File: src/rtl/alu_arbiter.sv
// rtl/alu_arbiter.sv - round-robin arbiter sharing one alu between NUM_REQ valid/ready requesters
module alu_arbiter #(
    parameter int DATA_WIDTH = 8,
    parameter int NUM_REQ    = 4
) (
    input  logic                            clk,
    input  logic                            reset,
    input  logic [NUM_REQ-1:0]              req_valid,
    output logic [NUM_REQ-1:0]              req_ready,
    input  logic [3*NUM_REQ-1:0]            req_oper,
    input  logic [DATA_WIDTH*NUM_REQ-1:0]   req_a,
    input  logic [DATA_WIDTH*NUM_REQ-1:0]   req_b,
    output logic [NUM_REQ-1:0]              rsp_valid,
    output logic [2*DATA_WIDTH-1:0]         rsp_data,
    output logic                            rsp_err,
    output logic                            busy,
    output logic                            alu_execute,
    output logic [2:0]                      alu_oper,
    output logic [DATA_WIDTH-1:0]           alu_a,
    output logic [DATA_WIDTH-1:0]           alu_b,
    input  logic [2*DATA_WIDTH-1:0]         alu_res
);

    localparam int PTR_W = (NUM_REQ > 1) ? $clog2(NUM_REQ) : 1;

    typedef enum logic [1:0] {IDLE, ISSUE, CAPT} state_t;

    state_t                  state_q, state_d;
    logic [PTR_W-1:0]        rr_q, rr_d;
    logic [PTR_W-1:0]        owner_q, owner_d;
    logic [2:0]              oper_q, oper_d;
    logic [DATA_WIDTH-1:0]   a_q, a_d;
    logic [DATA_WIDTH-1:0]   b_q, b_d;
    logic                    alu_execute_q, alu_execute_d;
    logic [NUM_REQ-1:0]      rsp_valid_q, rsp_valid_d;
    logic [2*DATA_WIDTH-1:0] rsp_data_q, rsp_data_d;
    logic                    rsp_err_q, rsp_err_d;

    logic                    found;
    logic [PTR_W-1:0]        win_idx;
    logic [PTR_W-1:0]        idx;
    logic [2:0]              win_oper;
    logic                    illegal;

    // Search upward from the rr pointer, wrapping; the first valid requester wins.
    always_comb begin
        found   = 1'b0;
        win_idx = '0;
        idx     = '0;
        for (int k = 0; k < NUM_REQ; k++) begin
            idx = PTR_W'((int'(rr_q) + k) % NUM_REQ);
            if (!found && req_valid[idx]) begin
                found   = 1'b1;
                win_idx = idx;
            end
        end
    end

    assign win_oper = req_oper[int'(win_idx)*3 +: 3];
    assign illegal  = (oper_q > 3'd4);

    always_comb begin
        state_d       = state_q;
        rr_d          = rr_q;
        owner_d       = owner_q;
        oper_d        = oper_q;
        a_d           = a_q;
        b_d           = b_q;
        alu_execute_d = 1'b0;
        rsp_valid_d   = '0;
        rsp_data_d    = rsp_data_q;
        rsp_err_d     = rsp_err_q;
        req_ready     = '0;
        case (state_q)
            IDLE: begin
                if (found) begin
                    req_ready[win_idx] = 1'b1;
                    owner_d = win_idx;
                    oper_d  = win_oper;
                    a_d     = req_a[int'(win_idx)*DATA_WIDTH +: DATA_WIDTH];
                    b_d     = req_b[int'(win_idx)*DATA_WIDTH +: DATA_WIDTH];
                    rr_d    = PTR_W'((int'(win_idx) + 1) % NUM_REQ);
                    // Illegal opcodes skip the alu entirely and answer from CAPT.
                    if (win_oper <= 3'd4) begin
                        state_d       = ISSUE;
                        alu_execute_d = 1'b1;
                    end else begin
                        state_d = CAPT;
                    end
                end
            end
            ISSUE: state_d = CAPT;
            CAPT: begin
                rsp_valid_d[owner_q] = 1'b1;
                if (illegal) begin
                    rsp_data_d = '0;
                    rsp_err_d  = 1'b1;
                end else begin
                    rsp_data_d = alu_res;
                    rsp_err_d  = (oper_q == 3'd4) && (b_q == '0);
                end
                state_d = IDLE;
            end
            default: state_d = IDLE;
        endcase
    end

    always_ff @(posedge clk) begin
        if (reset) begin
            state_q       <= IDLE;
            rr_q          <= '0;
            owner_q       <= '0;
            oper_q        <= '0;
            a_q           <= '0;
            b_q           <= '0;
            alu_execute_q <= 1'b0;
            rsp_valid_q   <= '0;
            rsp_data_q    <= '0;
            rsp_err_q     <= 1'b0;
        end else begin
            state_q       <= state_d;
            rr_q          <= rr_d;
            owner_q       <= owner_d;
            oper_q        <= oper_d;
            a_q           <= a_d;
            b_q           <= b_d;
            alu_execute_q <= alu_execute_d;
            rsp_valid_q   <= rsp_valid_d;
            rsp_data_q    <= rsp_data_d;
            rsp_err_q     <= rsp_err_d;
        end
    end

    assign busy        = (state_q != IDLE);
    assign alu_execute = alu_execute_q;
    assign alu_oper    = oper_q;
    assign alu_a       = a_q;
    assign alu_b       = b_q;
    assign rsp_valid   = rsp_valid_q;
    assign rsp_data    = rsp_data_q;
    assign rsp_err     = rsp_err_q;

endmodule

File: config.mk
export PLATFORM = sky130hd
export DESIGN_NAME = alu_arbiter
export DESIGN_NICKNAME = d
export VERILOG_FILES = /design/src/rtl/alu_arbiter.sv
export SDC_FILE = /design/constraint.sdc
export NUM_CORES = 1
export LEC_CHECK = 0
export CAP_MARGIN = 40
export CORE_UTILIZATION = 25
export DETAILED_ROUTE_END_ITERATION = 6
export PLACE_DENSITY_LB_ADDON = 0.1
export SLEW_MARGIN = 10
export SYNTH_ARGS = -nofsm -noshare
export SYNTH_HDL_FRONTEND = slang
export SYNTH_SLANG_ARGS = --single-unit
File: constraint.sdc
create_clock -name clk -period 2.7 [get_ports clk]
set_input_delay 0.405 -clock clk [delete_from_list [all_inputs] [get_ports clk]]
set_output_delay 0.405 -clock clk [all_outputs]
set_load 0.005 [all_outputs]
==> results of run 1 <==
registers in the layout, indices dropped and copies added, names as in the netlist, 2 cells and up:
signal,flops
rsp_data,16
state_q,2
rr_q,2
alu_b,8
owner_q,2
alu_a,8
rsp_valid,4
alu_oper,3
synthesized netlist by cell type (5+ instances only):
master / count / area [um2]
sky130_fd_sc_hd__nor2_1: 26 / 97.6
sky130_fd_sc_hd__a22oi_1: 16 / 120
sky130_fd_sc_hd__mux2_2: 13 / 146
sky130_fd_sc_hd__nor4_1: 5 / 31.3
sky130_fd_sc_hd__clkbuf_1: 12 / 45.0
sky130_fd_sc_hd__o21ai_2: 8 / 70.1
sky130_fd_sc_hd__nand3_1: 6 / 30.0
sky130_fd_sc_hd__a21oi_1: 9 / 45.0
sky130_fd_sc_hd__nand2_1: 16 / 60.1
sky130_fd_sc_hd__dfxtp_1: 47 / 941
sky130_fd_sc_hd__nand3b_1: 12 / 90.1
sky130_fd_sc_hd__mux2i_1: 32 / 320
worst max-delay path by stage:
stage	from	to	slack, ns	cells after the start
after detailed placement	req_valid[0]	req_ready[2]	-0.32	8
after global placement	req_valid[0]	req_ready[0]	-0.31	8
final	req_valid[3]	req_ready[0]	0.08	10
after CTS	req_valid[1]	req_ready[2]	0.05	10
after floorplan	req_valid[2]	state_q[1]	0.38	7
after global routing	req_valid[1]	req_ready[2]	0.003	10
cell type report:
cell class / count / area [um2] / area share
repair buffers: 177 / 1700 / 0.390
multi-input cells: 197 / 1450 / 0.331
flip-flops and latches: 47 / 941 / 0.216
well taps: 133 / 166 / 0.0382
clock buffers: 7 / 86.3 / 0.0198
inverters: 3 / 11.3 / 0.00258
clock inverters: 1 / 8.76 / 0.00201
through the flow:
step	setup WS, ns	instances	total power, mW	hold WS (ns)
after global placement	-0.308	553	3.35	0.460
after detailed placement	-0.319	554	3.37	0.459
after floorplan	0.382	267	2.32	0.434
after global routing	0.00253	565	4.11	0.509
final	0.0822	565	3.82	0.470
after CTS	0.0512	565	3.88	0.473
kinds of logic after synthesis:
logic type,share of synthesized area
buffers and inverters,0.0570
adder cells (fa/ha/maj),0.0198
flip-flops,0.373
AND/OR/NAND/NOR,0.191
AO/OA/AOI/OAI,0.174
multiplexers,0.185
worst max-delay path, cell delays in order:
cell,delay (ns)
sky130_fd_sc_hd__dlygate4sd2_1,0.25
sky130_fd_sc_hd__nor2_2,0.06
sky130_fd_sc_hd__buf_4,0.13
sky130_fd_sc_hd__or4_4,0.55
sky130_fd_sc_hd__nand2_8,0.09
sky130_fd_sc_hd__buf_12,0.10
sky130_fd_sc_hd__inv_1,0.04
sky130_fd_sc_hd__ha_1,0.17
sky130_fd_sc_hd__and2_1,0.14
sky130_fd_sc_hd__dlygate4sd2_1,0.27
timing repair:
action | in CTS | in global routing
resized for setup | 10 | 1
setup endpoints to repair | 4 | 2
cloned | 0 | 0
setup buffers | 3 | 0
pin swaps | 3 | 0
per-layer routing:
metal  vias up  GRT usage  share of wire
li1       1301          -              -
met4         0     0.0451          0.017
met5         -          0              0
met3        10     0.0321          0.048
met1      1181      0.200           0.47
met2        68      0.258           0.47
report_power, final:
part / switching, mW / leakage, nW / internal, mW / total, mW
registers: 0.170 / 0.386 / 0.930 / 1.10
clock network: 0.240 / 0.0484 / 0.210 / 0.451
logic: 0.974 / 1.27 / 1.29 / 2.27
==> impl_results.rst, run 1 <==
.. list-table::
   :header-rows: 1

   * - Metric
     - Value
   * - Status
     - finished clean
   * - Wire length of the first global-routing pass
     - 12.4 mm
   * - Number of enable-type register cells in the synthesized netlist
     - 0
   * - Number of cells on the worst reg-to-reg path
     - 8
   * - Share of synthesized registers carrying an async set or reset
     - 0
   * - Primary flip-flop cell chosen by synthesis mapping
     - sky130_fd_sc_hd__dfxtp_1
   * - Routed len/inst
     - 14.3 um
   * - Number of vias per cell after detailed routing
     - 4.53
   * - Maximum fanout count along the critical path
     - 3
   * - Cell Pwr Density
     - 875 nW/um2
   * - Later-pin clock latency in the skew report
     - 0.30 ns
   * - Unrepaired setup endpoints after global routing
     - no
   * - Launch point of the worst hold path
     - rsp_err
   * - Total wire length after detailed routing
     - 8.09 mm
   * - TritonCTS clock tree
     - built
   * - Register area share after synthesis
     - 0.373
   * - Final number of max-transition violations
     - 0
   * - Top achievable clock speed
     - 0.382 GHz
   * - Launching element type of the critical path
     - input pin
   * - CTS H-tree lvls
     - 2
   * - Total clock buffers created by CTS
     - 5
   * - Number of hold-slack violations in the final timing report
     - 0
   * - Clock period minus final worst setup slack
     - 2.62 ns
   * - Arrival @ worst endpoint
     - 2.21 ns
   * - Total GRT Usage
     - 0.155
   * - DIE HEIGHT
     - 102 um
   * - Share of final-layout standard cells stronger than drive strength 1
     - 0.169
   * - Via count
     - 2,560
   * - Total Neg Setup Slack
     - 0 ns
   * - Leakage power of the design
     - 1.70 nW
   * - DRC violation count after routing
     - 0
   * - Clk slew on worst S/H paths
     - 0.09 ns
   * - Vias in the first global route
     - 2,441
   * - Ratio of final minimum period to clock period
     - 0.970
   * - Critical R2R Launch
     - rr_q[1]
   * - Worst clock skew on the final layout
     - 0.00332 ns
   * - Number of max-capacitance violations reported
     - 0
   * - Flip-flop and latch count after synthesis
     - 47
   * - Final estimated routing congestion in global placement
     - 0.767
   * - Post-Synthesis Cells
     - 267
   * - Syn Area/Cell
     - 9.45 um2
   * - Endpoint of the worst-slack reg-to-reg timing path
     - state_q[1]
   * - Min-Delay Endpoint
     - rsp_err
   * - Antenna diode instance count
     - 0
   * - Net count reported at finish
     - 533
   * - Root Buffer Master
     - sky130_fd_sc_hd__clkbuf_8
   * - Count of distinct cell types in the synthesized netlist
     - 45
   * - Leading cell types in the layout, fill and taps excluded
     - 134 x sky130_fd_sc_hd__clkdlybuf4s50_1, 47 x sky130_fd_sc_hd__dfxtp_1, 32 x sky130_fd_sc_hd__mux2i_1, 31 x sky130_fd_sc_hd__buf_4, 26 x sky130_fd_sc_hd__nor2_1
   * - Mapped cell area
     - 2520 um2
   * - Number of instances on the worst hold path
     - 2
   * - Post-placement cell area
     - 4230 um2
   * - Starting density of the core
     - 0.258
   * - Maximum number of pins on one net before global-route repair
     - 45
   * - Critical Setup Path Class
     - input pin to primary output
   * - Top-level port count
     - 144
   * - Die Span X
     - 102 um
   * - Synthesis warning total
     - 0
   * - Buffer levels on the longest clock path
     - 2
   * - HP Class
     - flop to flop
   * - Number of sinks on the clock net
     - 47
   * - Initial antenna violation count
     - 0
   * - Most frequent standard cell in the layout excluding fill and tap cells
     - sky130_fd_sc_hd__clkdlybuf4s50_1
   * - Layout fillers
     - 996
   * - Required time reported for the critical path endpoint
     - 2.30 ns
   * - Detailed-placement wirelength estimate
     - 6.22 mm
   * - Hold buffer count at cts
     - 0
   * - Core Rows
     - 36
   * - Max transition margin
     - 0.681
   * - Total nets after synthesis
     - 369
   * - Final global-route overflow total
     - 0
   * - Finish-stage setup viols
     - 0
   * - Total Die Area
     - 10,500 um2
   * - VDD IR max
     - 0.346 mV
   * - IO buf count
     - 143
   * - Measured slew at the worst slew-check pin
     - 0.477 ns
   * - Synth-to-Final Area Change
     - 72.8%
   * - Remaining number of nets flagged by the antenna check after routing
     - 0
   * - Router iterations before antenna repair
     - 4
   * - Type of destination of the critical path
     - primary output
   * - Post-layout instance area
     - 4360 um2
   * - Worst reg2reg setup slack
     - 0.26 ns
   * - Utilization of the core after routing
     - 0.446
   * - Iter 0 DRT Violations
     - 45
   * - Area of the core
     - 9770 um2
Power figures use the tool's default switching activity.
==> inputs of run 2 (changes only) <==
Settings changed: CORE_ASPECT_RATIO from default to 1.2, SLEW_MARGIN 10 to 40.
==> run 2 against run 1 <==
Sequential share of layout area shrank 0.23 points. Core utilization grew 1.0 points. Setup slack lost 0.015 ns. Global-route usage shrank 0.16 points. Largest power group unchanged. Count of clock-buffer cells in the layout shrank 2. Flip-flop and latch count is the same.
==> impl_results.rst, run 2 (synthesis results as in run 1) <==
.. list-table::
   :header-rows: 1

   * - Metric
     - Value
   * - VDD IR max
     - 0.408 mV (+18%)
   * - Maximum number of pins on one net before global-route repair
     - 34 (-24%)
   * - Die Span X
     - 93.7 um (-8.5%)
   * - Area of the core
     - 9660 um2 (-1.2%)
   * - Internal power contribution
     - 2.70 mW (+11%)
   * - Cell Pwr Density
     - 931 nW/um2 (+6.4%)
   * - Iter 0 DRT Violations
     - 63 (+40%)
   * - Layout fillers
     - 951 (-4.5%)
   * - Share of final-layout standard cells stronger than drive strength 1
     - 0.181 (+0.0124)
   * - Number of flip-flops in the largest register
     - 16 (unchanged)
   * - Number of vias per cell after detailed routing
     - 4.66 (+2.9%)
   * - Final estimated routing congestion in global placement
     - 0.811 (+5.8%)
   * - Measured slew at the worst slew-check pin
     - 0.691 ns (+0.214 ns)
   * - Number of sinks on the clock net
     - 47 (unchanged)
   * - Crit path largest cell delay
     - 0.58 ns (+0.03 ns)
   * - Via count
     - 2,579 (+0.74%)
   * - Top-level port count
     - 144 (unchanged)
   * - Post-placement cell area
     - 4200 um2 (-0.80%)
   * - Net count reported at finish
     - 531 (-0.38%)
   * - Buffer levels on the longest clock path
     - 2 (unchanged)
   * - Part of the power in registers
     - 0.268 (-0.020)
   * - Vias in the first global route
     - 2,638 (+8.1%)
   * - Final Non-Filler Cells
     - 553 (-2.1%)
   * - DRC violation count after routing
     - 0 (unchanged)
   * - Number of max-capacitance violations reported
     - 0 (unchanged)
   * - Top delay family on crit path
     - simple AND/OR/NAND/NOR gates
   * - Crit-path most repeated cell
     - sky130_fd_sc_hd__dlygate4sd2_1
   * - Top achievable clock speed
     - 0.380 GHz (-0.56%)
   * - Critical Path Slowest Stage Cell
     - sky130_fd_sc_hd__or4b_4
   * - Number of cells in the design after placement
     - 543 (-2.0%)
   * - Hold slack final
     - 0.450 ns (-0.0199 ns)
   * - Worst path setup slack after routing
     - 0.0673 ns (-0.0149 ns)
   * - Initial antenna violation count
     - 0 (unchanged)
   * - Routed len/inst
     - 14.4 um (+0.60%)
   * - Synth-to-Final Area Change
     - 74.6%
   * - Post-placement setup slack
     - -0.320 ns (-0.000377 ns)
   * - Worst clock skew on the final layout
     - 0.00541 ns (+0.00209 ns)
   * - CTS H-tree lvls
     - 2 (unchanged)
   * - Clock period minus final worst setup slack
     - 2.63 ns (+0.0149 ns)
   * - Wire length of the first global-routing pass
     - 12.9 mm (+3.4%)
   * - Router iterations before antenna repair
     - 4 (unchanged)
   * - Starting density of the core
     - 0.261 (+0.00301)
   * - IO buf count
     - 143 (unchanged)
   * - Launching element type of the critical path
     - input pin
   * - Total wire length after detailed routing
     - 7.96 mm (-1.5%)
   * - Detailed-placement wirelength estimate
     - 6.13 mm (-1.5%)
   * - Core Rows
     - 39 (+8.3%)
   * - Comb power frac
     - 0.537 (-0.057)
   * - Number of hold-slack violations in the final timing report
     - 0 (unchanged)
   * - DIE HEIGHT
     - 112 um (+9.4%)
   * - Max transition margin
     - 0.539 (-0.142)
   * - Unrepaired setup endpoints after global routing
     - no
   * - Leakage power of the design
     - 1.74 nW (+1.9%)
   * - Root Buffer Master
     - sky130_fd_sc_hd__clkbuf_16
   * - Total Die Area
     - 10,500 um2 (about the same)
   * - Clk slew on worst S/H paths
     - 0.07 ns (-0.02 ns)
   * - TritonCTS clock tree
     - built
   * - HP Class
     - input pin to flop
   * - Status
     - finished clean
   * - Critical Setup Path Class
     - input pin to primary output
   * - Switching power share of the total
     - 0.341 (-0.0219)
   * - Maximum fanout count along the critical path
     - 3 (unchanged)
   * - Most frequent standard cell in the layout excluding fill and tap cells
     - sky130_fd_sc_hd__clkdlybuf4s50_1
   * - Net switching power of the design
     - 1.40 mW (+1.0%)
   * - Final number of max-transition violations
     - 0 (unchanged)
   * - Arrival @ worst endpoint
     - 2.23 ns (+0.02 ns)
   * - Final global-route overflow total
     - 0 (unchanged)
   * - Later-pin clock latency in the skew report
     - 0.28 ns (-0.02 ns)
   * - Worst reg2reg setup slack
     - 0.32 ns (+0.06 ns)
   * - Required time reported for the critical path endpoint
     - 2.30 ns (about the same)
   * - Clk pwr share
     - 0.195 (+0.077)
   * - Ratio of final minimum period to clock period
     - 0.975 (+0.00550)
   * - Type of destination of the critical path
     - primary output
   * - Remaining number of nets flagged by the antenna check after routing
     - 0 (unchanged)
   * - Leading cell types in the layout, fill and taps excluded
     - 134 x sky130_fd_sc_hd__clkdlybuf4s50_1, 47 x sky130_fd_sc_hd__dfxtp_1, 32 x sky130_fd_sc_hd__mux2i_1, 32 x sky130_fd_sc_hd__buf_4, 25 x sky130_fd_sc_hd__nor2_1
   * - Antenna diode instance count
     - 0 (unchanged)
   * - Total GRT Usage
     - 0.153 (-0.00162)
   * - Cells along the critical path
     - dlygate4sd2_1 > nor2b_2 > or4b_4 > nand2_8 > buf_4 > inv_1 > ha_1 > and2_1 > dlygate4sd2_1
   * - Total clock buffers created by CTS
     - 5 (unchanged)
   * - Bufs and invs on worst path
     - 4 (-1)
   * - Finish-stage setup viols
     - 0 (unchanged)
   * - Post-layout instance area
     - 4410 um2 (+1.1%)
run 2: per-layer routing:
layer	part of all wire	track usage
met5	0	0
met4	0.013	0.0349
met2	0.47	0.265
met3	0.092	0.0427
met1	0.43	0.186
run 2: what timing repair did:
| item | CTS | global route |
|---|---|---|
| hold buffers | 0 | 0 |
| setup endpoints to repair | 4 | 2 |
| pin swaps | 3 | 0 |
| setup buffers | 2 | 0 |
| resized for setup | 14 | 4 |
run 2: worst paths after layout:
kind / startpoint / to / cells past startpoint
worst max register to register: rr_q[0] / state_q[1] / 8
worst min register to register: owner_q[1] / rsp_valid[1] / 1
worst min-delay path: reset / rsp_data[7] / 2
worst max-delay path: req_valid[2] / req_ready[0] / 9
run 2: layout make-up:
cell class                 instances  area (um2)  area share
timing repair buffer             175        1660       0.376
multi-input combinational        197        1450       0.330
sequential                        47         941       0.214
tap                              123         154      0.0349
clock buffer                       5         125      0.0284
clock inverter                     3        67.6      0.0153
inverter                           3        11.3     0.00256
run 2: power groups by stage:
stage | clock network (mW) | logic, mW | registers (mW)
6_report | 0.799 | 2.20 | 1.10
4_1_cts | 0.822 | 2.25 | 1.10
3_5_place_dp | 0 | 2.23 | 1.11
3_3_place_gp | 0 | 2.22 | 1.10
5_1_grt | 0.846 | 2.42 | 1.14
2_1_floorplan | 0 | 1.23 | 1.09
run 2: through the flow:
| stage | util | power (mW) | setup TNS (ns) |
|---|---|---|---|
| floorplan | - | 2.32 | 0 |
| global placement | 0.434 | 3.33 | -2.02 |
| detailed placement | 0.435 | 3.35 | -2.83 |
| CTS | 0.457 | 4.17 | 0 |
| global route | 0.456 | 4.41 | 0 |
| finish | 0.456 | 4.10 | 0 |
==> inputs of run 3 (changes only) <==
Settings changed: CTS_BUF_LIST from default to sky130_fd_sc_hd__clkbuf_16.
==> results of run 3 <==
The final DEF is identical to that of run 2; final timing and power are the same.
